**src/rtl/add_seq_ctrl_pkg.sv**
```systemverilog
// Shared constants and FSM state type for the multi-word addition sequencer.
package add_seq_pkg;

  localparam int unsigned ADD_WORD_W = 32;

  typedef enum logic [1:0] {
    ST_IDLE = 2'd0,
    ST_RUN  = 2'd1,
    ST_DONE = 2'd2
  } state_t;

endpackage

```
**src/rtl/add_seq_ctrl_if.sv**
```systemverilog
// Handshake/operand bundle for add_seq_ctrl; the sub line exists only with ADD_SEQ_SUB_EN.
interface add_seq_ctrl_if
  import add_seq_pkg::*;
#(
  parameter int unsigned WORDS = 2
) ();

  localparam int unsigned W = ADD_WORD_W * WORDS;

  logic         start;
  logic [W-1:0] op_a;
  logic [W-1:0] op_b;
  logic         cin;
`ifdef ADD_SEQ_SUB_EN
  logic         sub;
`endif
  logic         ready;
  logic         busy;
  logic         done;
  logic [W-1:0] result;
  logic         cout;
  logic         ovf;
  logic [2:0]   word_idx;

  modport master (
    output start, op_a, op_b, cin,
`ifdef ADD_SEQ_SUB_EN
    output sub,
`endif
    input  ready, busy, done, result, cout, ovf, word_idx
  );

  modport slave (
    input  start, op_a, op_b, cin,
`ifdef ADD_SEQ_SUB_EN
    input  sub,
`endif
    output ready, busy, done, result, cout, ovf, word_idx
  );

endinterface

```
**src/rtl/add_seq_ctrl_adder32.sv**
```systemverilog
// Shared 32-bit ripple adder slice used by the sequencer, one word per cycle.
module adder32 (
  input  logic [31:0] op1,
  input  logic [31:0] op2,
  input  logic        cin,
  output logic [31:0] sum,
  output logic        cout
);

  always_comb begin
    {cout, sum} = {1'b0, op1} + {1'b0, op2} + {32'd0, cin};
  end

endmodule

```
**src/rtl/add_seq_ctrl.sv**
```systemverilog
// Multi-word add sequencer: one adder32 slice per cycle, LS word first, carry kept in a register.
// Optional subtract mode (sub port) is enabled with `define ADD_SEQ_SUB_EN.
module add_seq_ctrl
  import add_seq_pkg::*;
#(
  parameter int unsigned WORDS = 2
) (
  input  logic         clk,
  input  logic         resetn,
  add_seq_ctrl_if.slave bus
);

  localparam int unsigned W = ADD_WORD_W * WORDS;

  state_t         state_q, state_d;
  logic [2:0]     idx_q;
  logic [W-1:0]   a_q, b_q, res_q;
  logic           carry_q, ovf_q;
  logic           last_word, sub_l;

  logic [ADD_WORD_W-1:0] add_op1, add_op2, add_sum;
  logic                  add_cout;

`ifdef ADD_SEQ_SUB_EN
  assign sub_l = bus.sub;
`else
  assign sub_l = 1'b0;
`endif

  assign last_word = (idx_q == 3'(WORDS - 1));

  always_comb begin
    add_op1 = a_q[int'(idx_q) * ADD_WORD_W +: ADD_WORD_W];
    add_op2 = b_q[int'(idx_q) * ADD_WORD_W +: ADD_WORD_W];
  end

  adder32 u_adder (
    .op1  (add_op1),
    .op2  (add_op2),
    .cin  (carry_q),
    .sum  (add_sum),
    .cout (add_cout)
  );

  always_ff @(posedge clk) begin
    if (!resetn) state_q <= ST_IDLE;
    else         state_q <= state_d;
  end

  always_comb begin
    state_d = state_q;
    case (state_q)
      ST_IDLE: if (bus.start) state_d = ST_RUN;
      ST_RUN:  if (last_word) state_d = ST_DONE;
      ST_DONE: state_d = ST_IDLE;
      default: state_d = ST_IDLE;
    endcase
  end

  // b is stored already inverted in subtract mode, so ovf sees the effective MSB
  always_ff @(posedge clk) begin
    if (!resetn) begin
      idx_q   <= '0;
      a_q     <= '0;
      b_q     <= '0;
      res_q   <= '0;
      carry_q <= 1'b0;
      ovf_q   <= 1'b0;
    end else begin
      case (state_q)
        ST_IDLE: begin
          if (bus.start) begin
            a_q     <= bus.op_a;
            b_q     <= sub_l ? ~bus.op_b : bus.op_b;
            carry_q <= sub_l ? 1'b1 : bus.cin;
            idx_q   <= '0;
          end
        end
        ST_RUN: begin
          res_q[int'(idx_q) * ADD_WORD_W +: ADD_WORD_W] <= add_sum;
          carry_q <= add_cout;
          if (last_word)
            ovf_q <= (a_q[W-1] == b_q[W-1]) && (add_sum[ADD_WORD_W-1] != a_q[W-1]);
          else
            idx_q <= idx_q + 3'd1;
        end
        default: ;
      endcase
    end
  end

  assign bus.ready    = (state_q == ST_IDLE);
  assign bus.busy     = (state_q != ST_IDLE);
  assign bus.done     = (state_q == ST_DONE);
  assign bus.result   = res_q;
  assign bus.cout     = carry_q;
  assign bus.ovf      = ovf_q;
  assign bus.word_idx = idx_q;

endmodule

```
**src/flat_wrapper.sv**
```systemverilog
// flat-port wrapper written by rule: the top's interface ports become plain ports
module add_seq_ctrl_flat import add_seq_pkg::*;
#(
  parameter int unsigned WORDS = 2
)
  (clk, resetn, bus_start, bus_op_a, bus_op_b, bus_cin, bus_ready, bus_busy, bus_done, bus_result, bus_cout, bus_ovf, bus_word_idx);
  add_seq_ctrl_if #(.WORDS(WORDS)) bus_i ();
  input  logic clk;
  input  logic resetn;
  input wire logic [$bits(bus_i.start)-1:0] bus_start;
  input wire logic [$bits(bus_i.op_a)-1:0] bus_op_a;
  input wire logic [$bits(bus_i.op_b)-1:0] bus_op_b;
  input wire logic [$bits(bus_i.cin)-1:0] bus_cin;
  output wire logic [$bits(bus_i.ready)-1:0] bus_ready;
  output wire logic [$bits(bus_i.busy)-1:0] bus_busy;
  output wire logic [$bits(bus_i.done)-1:0] bus_done;
  output wire logic [$bits(bus_i.result)-1:0] bus_result;
  output wire logic [$bits(bus_i.cout)-1:0] bus_cout;
  output wire logic [$bits(bus_i.ovf)-1:0] bus_ovf;
  output wire logic [$bits(bus_i.word_idx)-1:0] bus_word_idx;
  assign bus_i.start = bus_start;
  assign bus_i.op_a = bus_op_a;
  assign bus_i.op_b = bus_op_b;
  assign bus_i.cin = bus_cin;
  assign bus_ready = bus_i.ready;
  assign bus_busy = bus_i.busy;
  assign bus_done = bus_i.done;
  assign bus_result = bus_i.result;
  assign bus_cout = bus_i.cout;
  assign bus_ovf = bus_i.ovf;
  assign bus_word_idx = bus_i.word_idx;
  add_seq_ctrl #(.WORDS(WORDS)) u_core (.clk(clk), .resetn(resetn), .bus(bus_i));
endmodule
```
**config.mk**
```make
export PLATFORM = sky130hd
export DESIGN_NAME = add_seq_ctrl_flat
export DESIGN_NICKNAME = d
export VERILOG_FILES = /design/src/rtl/add_seq_ctrl_pkg.sv /design/src/rtl/add_seq_ctrl_if.sv /design/src/rtl/add_seq_ctrl_adder32.sv /design/src/rtl/add_seq_ctrl.sv /design/src/flat_wrapper.sv
export SDC_FILE = /design/constraint.sdc
export NUM_CORES = 1
export LEC_CHECK = 0
export CORE_ASPECT_RATIO = 0.8
export CORE_MARGIN = 2
export CORE_UTILIZATION = 45
export DETAILED_ROUTE_END_ITERATION = 10
export DONT_BUFFER_PORTS = 1
export REMOVE_ABC_BUFFERS = 1
export SETUP_SLACK_MARGIN = 0.15
export SLEW_MARGIN = 0
export SYNTH_ARGS = -nofsm -noshare
export SYNTH_HDL_FRONTEND = slang
export SYNTH_SLANG_ARGS = --single-unit
```
**constraint.sdc**
```tcl
create_clock -name clk -period 5 [get_ports clk]
set_input_delay 0.75 -clock clk [delete_from_list [all_inputs] [get_ports clk]]
set_output_delay 0.75 -clock clk [all_outputs]
set_load 0.05 [all_outputs]
```
==> Word-level counts from Yosys, hierarchy flattened <==
Cells that the tools add are included.
{ "word_totals": {"ff_bits": 199, "in_bits": 132, "output_inout_bits": 72, "word_cells": 41} }
{ "op_classes": {"add_sub_neg": 4, "n_eq_ne": 8, "shifts": 4, "mux": 9, "n_reduce_logical": 9} }
{ "ops": {"columns": ["cell", "count"], "rows": [
  ["$shiftx A64 B9 Y32", 2],
  ["$bwmux W64", 1],
  ["$shift A32 B34 Y64 const A", 1],
  ["$shiftx A32 B34 Y64", 1],
  ["$neg A8 Y34", 1],
  ["$add A32 B32 Y33", 1],
  ["$add A33 B1 Y33", 1],
  ["$reduce_and A2 Y1", 4],
  ["$mux W3", 2],
  ["$pmux W3 S2", 1],
  ["$mux W2", 2],
  ["$ne A2 B2 Y1 const B", 2],
  ["$pmux W2 S2", 1],
  ["$reduce_bool A2 Y1", 2],
  ["$add A3 B1 Y3 const B", 1],
  ["$eq A3 B1 Y1 const B", 1],
  ["$reduce_and A3 Y1", 1],
  ["$eq A2 B1 Y1 const B", 1],
  ["$eq A2 B2 Y1 const B", 1],
  ["$logic_not A2 Y1", 1],
  ["$ne A2 B1 Y1 const B", 1],
  ["$pmux W1 S2", 1],
  ["$eq A1 B1 Y1", 1],
  ["$logic_and A1 B1 Y1", 1],
  ["other kinds (2)", 2]
]} }

==> Longest topological paths before layout <==
Gate-level depths: netlist of the first run.
{ "logic_depth": {"depth_word": 5, "mapped_depth": 15, "depth_no_buf": 13} }

==> Modules after synthesis <==
A second synthesis of the first run with hierarchy kept.
{ "unflattened": {"cells_unflattened": 1252, "hier_area_um2": 10267.3} }
{ "by_module_without_submodules": {"columns": ["module", "instances", "cells_per_inst", "area_each_um2", "seq_area_each_um2"], "rows": [
  ["add_seq_ctrl", 1, 993, 8413.1, 3983.8],
  ["adder32", 1, 259, 1854.3, 0.0]
]} }

==> Worst setup path before layout of the first run <==
OpenSTA, ideal clock, no wires.
{ "synth_path": {"path_type": "reg2reg", "start": "reg u_core.idx_q[0] (netlist: u_core.bus.word_idx[0])", "end": "reg u_core.res_q[62] (netlist: u_core.bus.result[62])", "setup_ps": 143, "arrival_ps": 4336, "required_ps": 4857, "slack_ps": 521, "path_stages_with_launch": 16, "path_buffers": 3, "synth_period_minus_slack_ps": 4479, "path_cell_list": "dfxtp_1 > clkbuf_1 > buf_1 > buf_1 > mux2i_1 > nor2_1 > fa_1 > fa_1 > a211oi_1 > nor2_1 > a41oi_1 > o21ai_1 > a31oi_1 > o31ai_1 > nand3_1 > o221ai_1"} }
{ "synth_between": {"elab_chain_cells": 5, "elab_cells_between_ends": 8, "cone_classes": "add/sub (3); shift (4); mux (1)"} }
{ "synth_lines": {"columns": ["element", "line_no", "text"], "rows": [
  ["from (decl)", "add_seq_ctrl.sv:16", "logic [2:0] idx_q;"],
  ["from (signal assigned)", "add_seq_ctrl.sv:85", "idx_q <= idx_q + 3'd1;"],
  ["$shiftx A64 B9 Y32, on equally long branches", "add_seq_ctrl.sv:33, add_seq_ctrl.sv:34", null],
  ["$add A32 B32 Y33", "add_seq_ctrl_adder32.sv:11", "{cout, sum} = {1'b0, op1} + {1'b0, op2} + {32'd0, cin};"],
  ["$add A33 B1 Y33", "add_seq_ctrl_adder32.sv:11", null],
  ["$shiftx A32 B34 Y64", "add_seq_ctrl.sv:80", "res_q[int'(idx_q) * ADD_WORD_W +: ADD_WORD_W] <= add_sum;"],
  ["$bwmux W64 *", "add_seq_ctrl.sv:80", null],
  ["to (signal, indexed assignment)", "add_seq_ctrl.sv:80", null],
  ["to (decl)", "add_seq_ctrl.sv:17", "logic [W-1:0] a_q, b_q, res_q;"]
]} }
Every way passes the cells marked *; elsewhere a longest branch is shown, timed or not.
A chain may end at the register's enable or synchronous reset.

==> Worst setup path after layout of the first run <==
{ "layout_path": {"start": "reg u_core.idx_q[1] (netlist: u_core.bus.word_idx[1])", "end": "reg u_core.res_q[30] (netlist: u_core.bus.result[30])"} }
Same word-level chain as after synthesis.

==> results of run 1 <==
worst max-delay path: stages (launching register included):
cell      delay [ps]
dfxtp_1          330
inv_1             80
nand2_2          100
buf_4            320
nor2_1           110
fa_1             400
fa_1             440
a211oi_1         260
nor2_1           120
a41oi_1          420
o21ai_1          300
a31oi_1          430
o31ai_1          230
nand3_1          130
o221ai_1         120
worst max-delay path by stage:
stage,to,slack [ps],depth (start not counted)
global placement,u_core.bus.result[63],1150,11
CTS,u_core.bus.ovf,1120,11
finish,u_core.bus.result[30],1070,14
global route,u_core.bus.result[30],710,11
floorplan,u_core.bus.result[44],-1100,7
detailed placement,u_core.bus.ovf,1140,11
metal layers:
metal  vias up  wire length (um)  part of all wire [%]  track usage, %
li1       4250                 -                     -               -
met4         0               276                   1.1            5.46
met2       223             10700                    42            32.0
met3        21              1930                   7.6            7.07
met5         -                 0                     0               0
met1      3886             12600                    49            32.2
registers in the layout, summed over array words and instances (netlist names):
signal               cells
u_core.state_q           2
u_core.bus.word_idx      3
u_core.b_q              64
u_core.bus.cout          1
u_core.bus.result       64
u_core.bus.ovf           1
u_core.a_q              64
through the flow:
stage	cell area [sq um]	util, %	TNS [ps]	total power [mW]
after floorplan	9380	-	-40260	2.25
after global placement	9850	46.1	0	2.38
after detailed placement	9850	46.1	0	2.39
after CTS	10500	48.9	0	3.83
after global routing	10500	48.9	0	3.98
final	10500	48.9	0	3.80
cells in the mapped netlist (2+ instances only):
cell,count,area share (%)
fa_1,2,0.41
a211oi_1,4,0.31
nor2b_1,4,0.26
nand4_1,13,0.83
nor4_1,3,0.19
o211ai_1,7,0.54
a21boi_0,2,0.15
buf_2,4,0.21
o21ai_0,24,1.2
a21oi_1,197,10
a21o_1,22,1.7
or4_1,2,0.15
dfxtp_1,199,41
o21bai_1,5,0.39
buf_1,17,0.66
o21ai_1,2,0.10
o311ai_1,2,0.18
ha_1,35,4.5
o21a_1,2,0.15
clkbuf_1,73,2.8
mux2i_1,65,6.7
and2_1,8,0.51
or3_1,5,0.32
xor2_1,6,0.54
o31ai_1,4,0.31
a31oi_1,9,0.58
nor3_1,8,0.41
and3_1,8,0.51
nor2_1,92,3.5
o221ai_1,7,0.63
inv_1,12,0.46
nand2_1,367,14
a311oi_1,2,0.18
nand2b_1,4,0.26
xnor2_1,12,1.1
nand3_1,40,2.1
where the power goes:
group / total (mW) / internal (mW) / switching (mW) / leakage [nW]
Combinational: 0.558 / 0.187 / 0.371 / 2.17
Sequential: 1.79 / 1.67 / 0.119 / 1.63
Clock: 1.45 / 0.818 / 0.630 / 0.298
placed cells by master (no fill, tap or decap), types with 6 or more instances in the layout:
master	instances
nand2_1	365
dfxtp_1	198
a21oi_1	197
nor2_1	92
mux2i_1	65
nand3_1	40
ha_1	35
o21ai_0	24
a21o_1	22
clkbuf_16	17
nand4_1	13
buf_4	13
xnor2_1	12
inv_1	11
a31oi_1	9
and3_1	8
o221ai_1	7
o211ai_1	7
nor3_1	7
xor2_1	6
and2_1	6
cell families after synthesis:
| family | after synthesis | synth area share, % |
|---|---|---|
| XOR/XNOR | 18 | 1.62 |
| adder cells (fa/ha/maj) | 37 | 4.91 |
| flip-flops | 199 | 40.9 |
| multiplexers | 65 | 6.68 |
| AO/OA/AOI/OAI | 301 | 18.0 |
| buffers and inverters | 107 | 4.19 |
| AND/OR/NAND/NOR | 560 | 23.7 |
final cells by class:
type,count,area [sq um]
Timing Repair Buffer,13,97.6
Tap cell,275,344
Clock inverter,11,148
Sequential cell,199,3990
Inverter,12,50.0
Multi-Input combinational cell,981,5370
Fill cell,2165,10900
Clock buffer,21,460
==> qor.tcl, run 1 <==
set qor(crit_path_start) {u_core.bus.word_idx[1]}
set qor(peakVddDrop_mv) 0.216
set qor(holdPathStages) 2
set qor(drtIter0Drc) 481
set qor(drc_errors) 0
set qor(period_share_pct) 78.5
set qor(critical_path_arrival_ps) 4200
set qor(grt_pass1_vias) 7608
set qor(clockRootBuffer) {clkbuf_16}
set qor(fmax_mhz) 255
set qor(regToRegStartpoint) {u_core.bus.word_idx[1]}
set qor(setup_viol_count_final) 0
set qor(cts_hold_repair.buffers) 0
set qor(grt_overflow_total) 0
set qor(post_cts.resized_instances) 0
set qor(clock_sink_count) 199
set qor(placementRows) 48
set qor(first_pass_iters) 7
set qor(grt_antenna_before_repair) 0
set qor(timing.setup.critical_path_class) {flop to flop}
set qor(timing.hold.worst.start) {bus_op_b[6]}
set qor(clock_tree_from_tritoncts) {built}
set qor(report.final.slew_viol_count) 0
set qor(die_area_sq_um) 22800
set qor(synth.yosys.seq_area_share_pct) 40.9
set qor(vias_after_detailed_routing) 8380
set qor(gr_util_all_layers_pct) 22.3
set qor(n_antenna_cell) 0
set qor(die_height_um) 136
set qor(ys_types) 55
set qor(numCtsBuffers) 17
set qor(number_of_h_tree_branching_levels) 4
set qor(io-pin-count) 204
set qor(placed_cells) 1480
set qor(regToRegSetupSlack_ps) 1070
set qor(post_route_hold_slack_ps) 440
set qor(avgRoutedWirePerCell_um) 16.8
set qor(min_path_type) {input pin to flop}
set qor(synth_top_flop_cell) {dfxtp_1}
set qor(nets) 1393
set qor(crit_path_end_kind) {flop}
set qor(gp_routability_congestion) 0.894
set qor(postCtsSetupBuffers) 0
set qor(place.detailed.hpwl_mm) 17.9
set qor(report.final.hold_viol_count) 0
set qor(synth.avg_cell_area_sq_um) 7.57
set qor(worst_setup_hold_path_clk_slew_ps) 80
set qor(finalWorstPathRequiredPeriod_ps) 3930
set qor(areaGrowthSynthToFinish_pct) 7.33
set qor(max_cap_viols) 0
set qor(cp_data_required_time_ps) 5270
set qor(grt_start_max_net_pins) 136
set qor(rr_endpoint) {u_core.bus.result[30]}
set qor(place_ws_ps) 1140
set qor(slew-limit-headroom_pct) 21.0
set qor(crit_path_max_fanout) 33
set qor(postSynthRegisterBits) 199
set qor(static-leakage-power_nw) 4.10
set qor(status) {finished clean}
set qor(min_delay_worst_endpoint) {u_core.b_q[6]}
set qor(postSynthCellCount) 1287
set qor(clockBufferDepth) 2
set qor(dieWidth_um) 169
set qor(synth_warnings) 0
set qor(tightestPinTransition_ps) 1180
set qor(ys_async_sr_fraction_pct) 0
set qor(worst_slack_ps) 1070
set qor(mappedNetlistArea_sq_um) 9740
set qor(wire_length_of_the_first_global_routing_pass_mm) 40.6
set qor(power-per-cell-area_nw_per_um2) 363
set qor(ant_nets) 0
set qor(routed_via_density) 5.54
set qor(worstSetupStartpointType) {flop}
set qor(floorplan.core_area_sq_um) 21400
set qor(totalWireLength_mm) 25.5
set qor(fraction_of_final_layout_cells_with_drive_strength_greater_than_1_pct) 4.45
set qor(ff2ff_path_depth) 14
set qor(layoutNonFillerInstCount) 1512
set qor(clk_latency_ps) 430
set qor(rsz0062_at_grt) {false}
set qor(final.setup_skew_ps) 10.6
set qor(floorplan.initialDensity_pct) 45.6
set qor(count_of_flip_flops_with_a_built_in_enable_after_synthesis) 0
set qor(io_buffers) 0
(Power assumes the default switching activity.)
==> run 2, diff against run 1 <==
--- a/config.mk
+++ b/config.mk
@@ -5,6 +5,7 @@
 export SDC_FILE = /design/constraint.sdc
 export NUM_CORES = 1
 export LEC_CHECK = 0
+export ABC_AREA = 1
 export CORE_ASPECT_RATIO = 0.8
 export CORE_MARGIN = 2
 export CORE_UTILIZATION = 45
==> constraint.sdc (replaced) <==
create_clock -name clk -period 4.04 [get_ports clk]
set_input_delay 0.606 -clock clk [delete_from_list [all_inputs] [get_ports clk]]
set_output_delay 0.606 -clock clk [all_outputs]
set_load 0.05 [all_outputs]
==> run 2 against run 1 <==
Against the previous run:
- combinational power increased to 2.8 times the previous value
- synthesized area up 4.3%
- design area is 4.3% higher
- count of clock-buffer cells in the layout fell by 4
- cell count rose by 19%
- non-clock buffer count fell by 3
- core utilization hardly changed
- largest power group unchanged
- synthesized cell count increased by 20%
- largest cell class unchanged
- wire length is 11% higher
- sequential share of layout area fell by 1.6 points
- total power grew 51%
==> qor.tcl, run 2 <==
set qor(avgRoutedWirePerCell_um) 15.6 ;# was 16.8 um
set qor(final.setup_skew_ps) 26.3 ;# was 10.6 ps
set qor(synth.avg_cell_area_sq_um) 6.60 ;# was 7.57 sq um
set qor(dpl_cell_area_sq_um) 10300 ;# was 9850 sq um
set qor(ys_async_sr_fraction_pct) 0 ;# unchanged
set qor(power.share.switching_pct) 38.4 ;# was 29.5%
set qor(synth_warnings) 0 ;# unchanged
set qor(fraction_of_final_layout_cells_with_drive_strength_greater_than_1_pct) 3.87 ;# was 4.45%
set qor(gp_routability_congestion) 0.921 ;# was 0.894
set qor(fmax_mhz) 295 ;# was 255 MHz
set qor(period_share_pct) 84.0 ;# was 78.5%
set qor(postSynthCellCount) 1540 ;# was 1287
set qor(drc_errors) 0 ;# unchanged
set qor(io_buffers) 0 ;# unchanged
set qor(finalWorstPathRequiredPeriod_ps) 3390 ;# was 3930 ps
set qor(nets) 1655 ;# was 1393
set qor(areaGrowthSynthToFinish_pct) 7.34 ;# was 7.33%
set qor(synth.yosys.seq_area_share_pct) 39.2 ;# was 40.9%
set qor(ys_types) 33 ;# was 55
set qor(final.fill_count) 2354 ;# was 2165
set qor(cts_hold_repair.buffers) 0 ;# unchanged
set qor(floorplan.initialDensity_pct) 45.5 ;# was 45.6%
set qor(placed_cells) 1773 ;# was 1480
set qor(placementRows) 49 ;# was 48
set qor(max_cap_viols) 0 ;# unchanged
set qor(totalWireLength_mm) 28.2 ;# was 25.5 mm
set qor(mappedNetlistArea_sq_um) 10200 ;# was 9740 sq um
set qor(netSwitchingPower_mw) 2.20 ;# was 1.12 mW
set qor(grt_antenna_before_repair) 0 ;# unchanged
set qor(timing.setup.critical_path_class) {flop to flop} ;# unchanged
set qor(peakVddDrop_mv) 0.294 ;# was 0.216 mV
set qor(most_common_library_cell_in_the_layout_ignoring_fill_and_taps) {nor2_1} ;# was nand2_1
set qor(die_height_um) 138 ;# was 136 um
set qor(power-per-cell-area_nw_per_um2) 524 ;# was 363 nW/um^2
set qor(tightestPinTransition_ps) 1210 ;# was 1180 ps
set qor(postCtsSetupBuffers) 0 ;# unchanged
set qor(first_pass_iters) 5 ;# was 7
set qor(number_of_h_tree_branching_levels) 4 ;# unchanged
set qor(combPwrFrac_pct) 27.1 ;# was 14.7%
set qor(report.final.hold_viol_count) 0 ;# unchanged
set qor(routed_via_density) 5.14 ;# was 5.54
set qor(sequential_cell_fraction_of_total_power_pct) 42.1 ;# was 47.2%
set qor(ant_nets) 0 ;# unchanged
set qor(wire_length_of_the_first_global_routing_pass_mm) 44.6 ;# was 40.6 mm
set qor(post_cts.resized_instances) 0 ;# unchanged
set qor(synth_top_flop_cell) {dfxtp_1} ;# unchanged
set qor(postSynthRegisterBits) 199 ;# unchanged
set qor(postLayoutCellArea_sq_um) 10900 ;# was 10500 sq um
set qor(synth_largest_area_cell) {dfxtp_1} ;# unchanged
set qor(place.detailed.hpwl_mm) 20.3 ;# was 17.9 mm
set qor(clockRootBuffer) {clkbuf_16} ;# unchanged
set qor(crit_path_end_kind) {flop} ;# unchanged
set qor(report.final.slew_viol_count) 0 ;# unchanged
set qor(worstSetupStartpointType) {flop} ;# unchanged
set qor(numCtsBuffers) 17 ;# unchanged
set qor(worst_setup_hold_path_clk_slew_ps) 80 ;# about the same
set qor(synth_top_area_share_pct) 39.2 ;# was 40.9%
set qor(grt_start_max_net_pins) 172 ;# was 136
set qor(gr_util_all_layers_pct) 23.5 ;# was 22.3%
set qor(io-pin-count) 204 ;# unchanged
set qor(critical_path_arrival_ps) 3730 ;# was 4200 ps
set qor(count_of_flip_flops_with_a_built_in_enable_after_synthesis) 0 ;# unchanged
set qor(crit_path_max_fanout) 37 ;# was 33
set qor(status) {finished clean} ;# unchanged
set qor(drtIter0Drc) 750 ;# was 481
set qor(static-leakage-power_nw) 5.12 ;# was 4.10 nW
set qor(holdPathStages) 2 ;# unchanged
set qor(slew-limit-headroom_pct) 19.2 ;# was 21.0%
set qor(vias_after_detailed_routing) 9281 ;# was 8380
set qor(p_clk_share_pct) 30.8 ;# was 38.1%
set qor(die_area_sq_um) 23800 ;# was 22800 sq um
set qor(clock_tree_from_tritoncts) {built} ;# unchanged
set qor(layoutNonFillerInstCount) 1805 ;# was 1512
set qor(internal_power_mw) 3.52 ;# was 2.68 mW
set qor(synth_most_common_cell) {nor2_1} ;# was nand2_1
set qor(clock_sink_count) 199 ;# unchanged
set qor(min_path_type) {input pin to flop} ;# unchanged
set qor(grt_pass1_vias) 8450 ;# was 7608
set qor(cp_data_required_time_ps) 4380 ;# was 5270 ps
set qor(netlist_top_cells_count) {497 x nor2_1, 231 x o21ai_0, 199 x dfxtp_1, 177 x nand2_1, 110 x inv_1} ;# was 367 x nand2_1, 199 x dfxtp_1, 197 x a21oi_1, 92 x nor2_1, 73 x clkbuf_1
set qor(ff2ff_path_depth) 15 ;# was 14
set qor(setup_viol_count_final) 0 ;# unchanged
set qor(floorplan.core_area_sq_um) 22300 ;# was 21400 sq um
set qor(rsz0062_at_grt) {false} ;# unchanged
set qor(most-common-layout-cells) {496 x nor2_1, 231 x o21ai_0, 198 x dfxtp_1, 176 x nand2_1, 109 x inv_1} ;# was 365 x nand2_1, 198 x dfxtp_1, 197 x a21oi_1, 92 x nor2_1, 65 x mux2i_1
set qor(dieWidth_um) 172 ;# was 169 um
set qor(clockBufferDepth) 2 ;# unchanged
set qor(grt_overflow_total) 0 ;# unchanged
set qor(n_antenna_cell) 0 ;# unchanged
set qor(clk_latency_ps) 450 ;# was 430 ps
set qor(synth_top_cells_by_area) {dfxtp_1 39%, nor2_1 18%, o21ai_0 11%, nand2_1 6.5%, ha_1 4.3%} ;# was dfxtp_1 41%, nand2_1 14%, a21oi_1 10%, mux2i_1 6.7%, ha_1 4.5%
run 2: changes by cell type after synthesis, moves of 19 or more:
cell and delta:
mux2i_1 -65, nand3_1 +19, nand2_1 -190, a21oi_1 -146, inv_1 +98, o21ai_0 +207
nor2_1 +405
run 2: power groups by stage:
stage	logic, mW	clock network [mW]	registers, mW
CTS	1.54	1.80	2.41
global placement	1.52	0	2.46
finish	1.55	1.76	2.41
floorplan	1.12	0	2.43
detailed placement	1.53	0	2.46
global route	1.76	1.88	2.43
run 2: final cells by class:
cell class / count / area, sq um / area share, %
tap: 306 / 383 / 3.51
inverter: 114 / 430 / 3.95
multi-input combinational: 1144 / 5390 / 49.4
clock buffer: 17 / 425 / 3.90
clock inverter: 15 / 183 / 1.67
sequential: 199 / 3990 / 36.5
timing repair buffer: 10 / 113 / 1.03
run 2: kinds of logic (layout without fill, tap and decap cells):
family | Yosys count | after routing | synth area share (%)
AO/OA/AOI/OAI | 330 | 330 | 17.3
XOR/XNOR | 14 | 14 | 1.21
adder cells (fa/ha/maj) | 37 | 37 | 4.70
buffers and inverters | 197 | 156 | 7.92
flip-flops | 199 | 199 | 39.2
AND/OR/NAND/NOR | 763 | 763 | 29.7
run 2: worst paths after layout:
check	slack [ps]	end	startpoint
max	650	u_core.bus.result[56]	u_core.bus.word_idx[2]
min	310	u_core.b_q[47]	bus_op_b[47]
max reg2reg	650	u_core.bus.result[56]	u_core.bus.word_idx[2]
min reg2reg	480	u_core.b_q[11]	u_core.b_q[11]
run 2: through the flow:
step           hold WS, ps  setup TNS, ps  worst slack, ps  util [%]  total power, mW
4_1_cts                293              0              624      48.9             5.75
3_5_place_dp           467              0              662      46.2             3.98
6_report               309              0              648      48.9             5.72
5_1_grt                315              0              302      48.9             6.07
2_1_floorplan          449        -166090            -1780         -             3.55
3_3_place_gp           458              0              808      46.2             3.98
run 2: critical path, cell delays in order, from the launching register on:
cell and delay [ps]:
dfxtp_1 340, nor2_4 650, o21ai_0 240, nor2_1 170, fa_1 270, fa_1 270
nand3_1 90, and2_1 220, o21ai_2 260, nand3_1 110, nand2_1 200, nand2_1 100
nand3_1 110, nand3_1 110, nand2_1 100, inv_1 40
run 2: per-layer routing:
| metal | share of wire, % | GRT usage [%] |
|---|---|---|
| met5 | 0 | 0 |
| met4 | 1.0 | 5.17 |
| met3 | 9.3 | 8.19 |
| met2 | 39 | 32.9 |
| met1 | 51 | 34.6 |
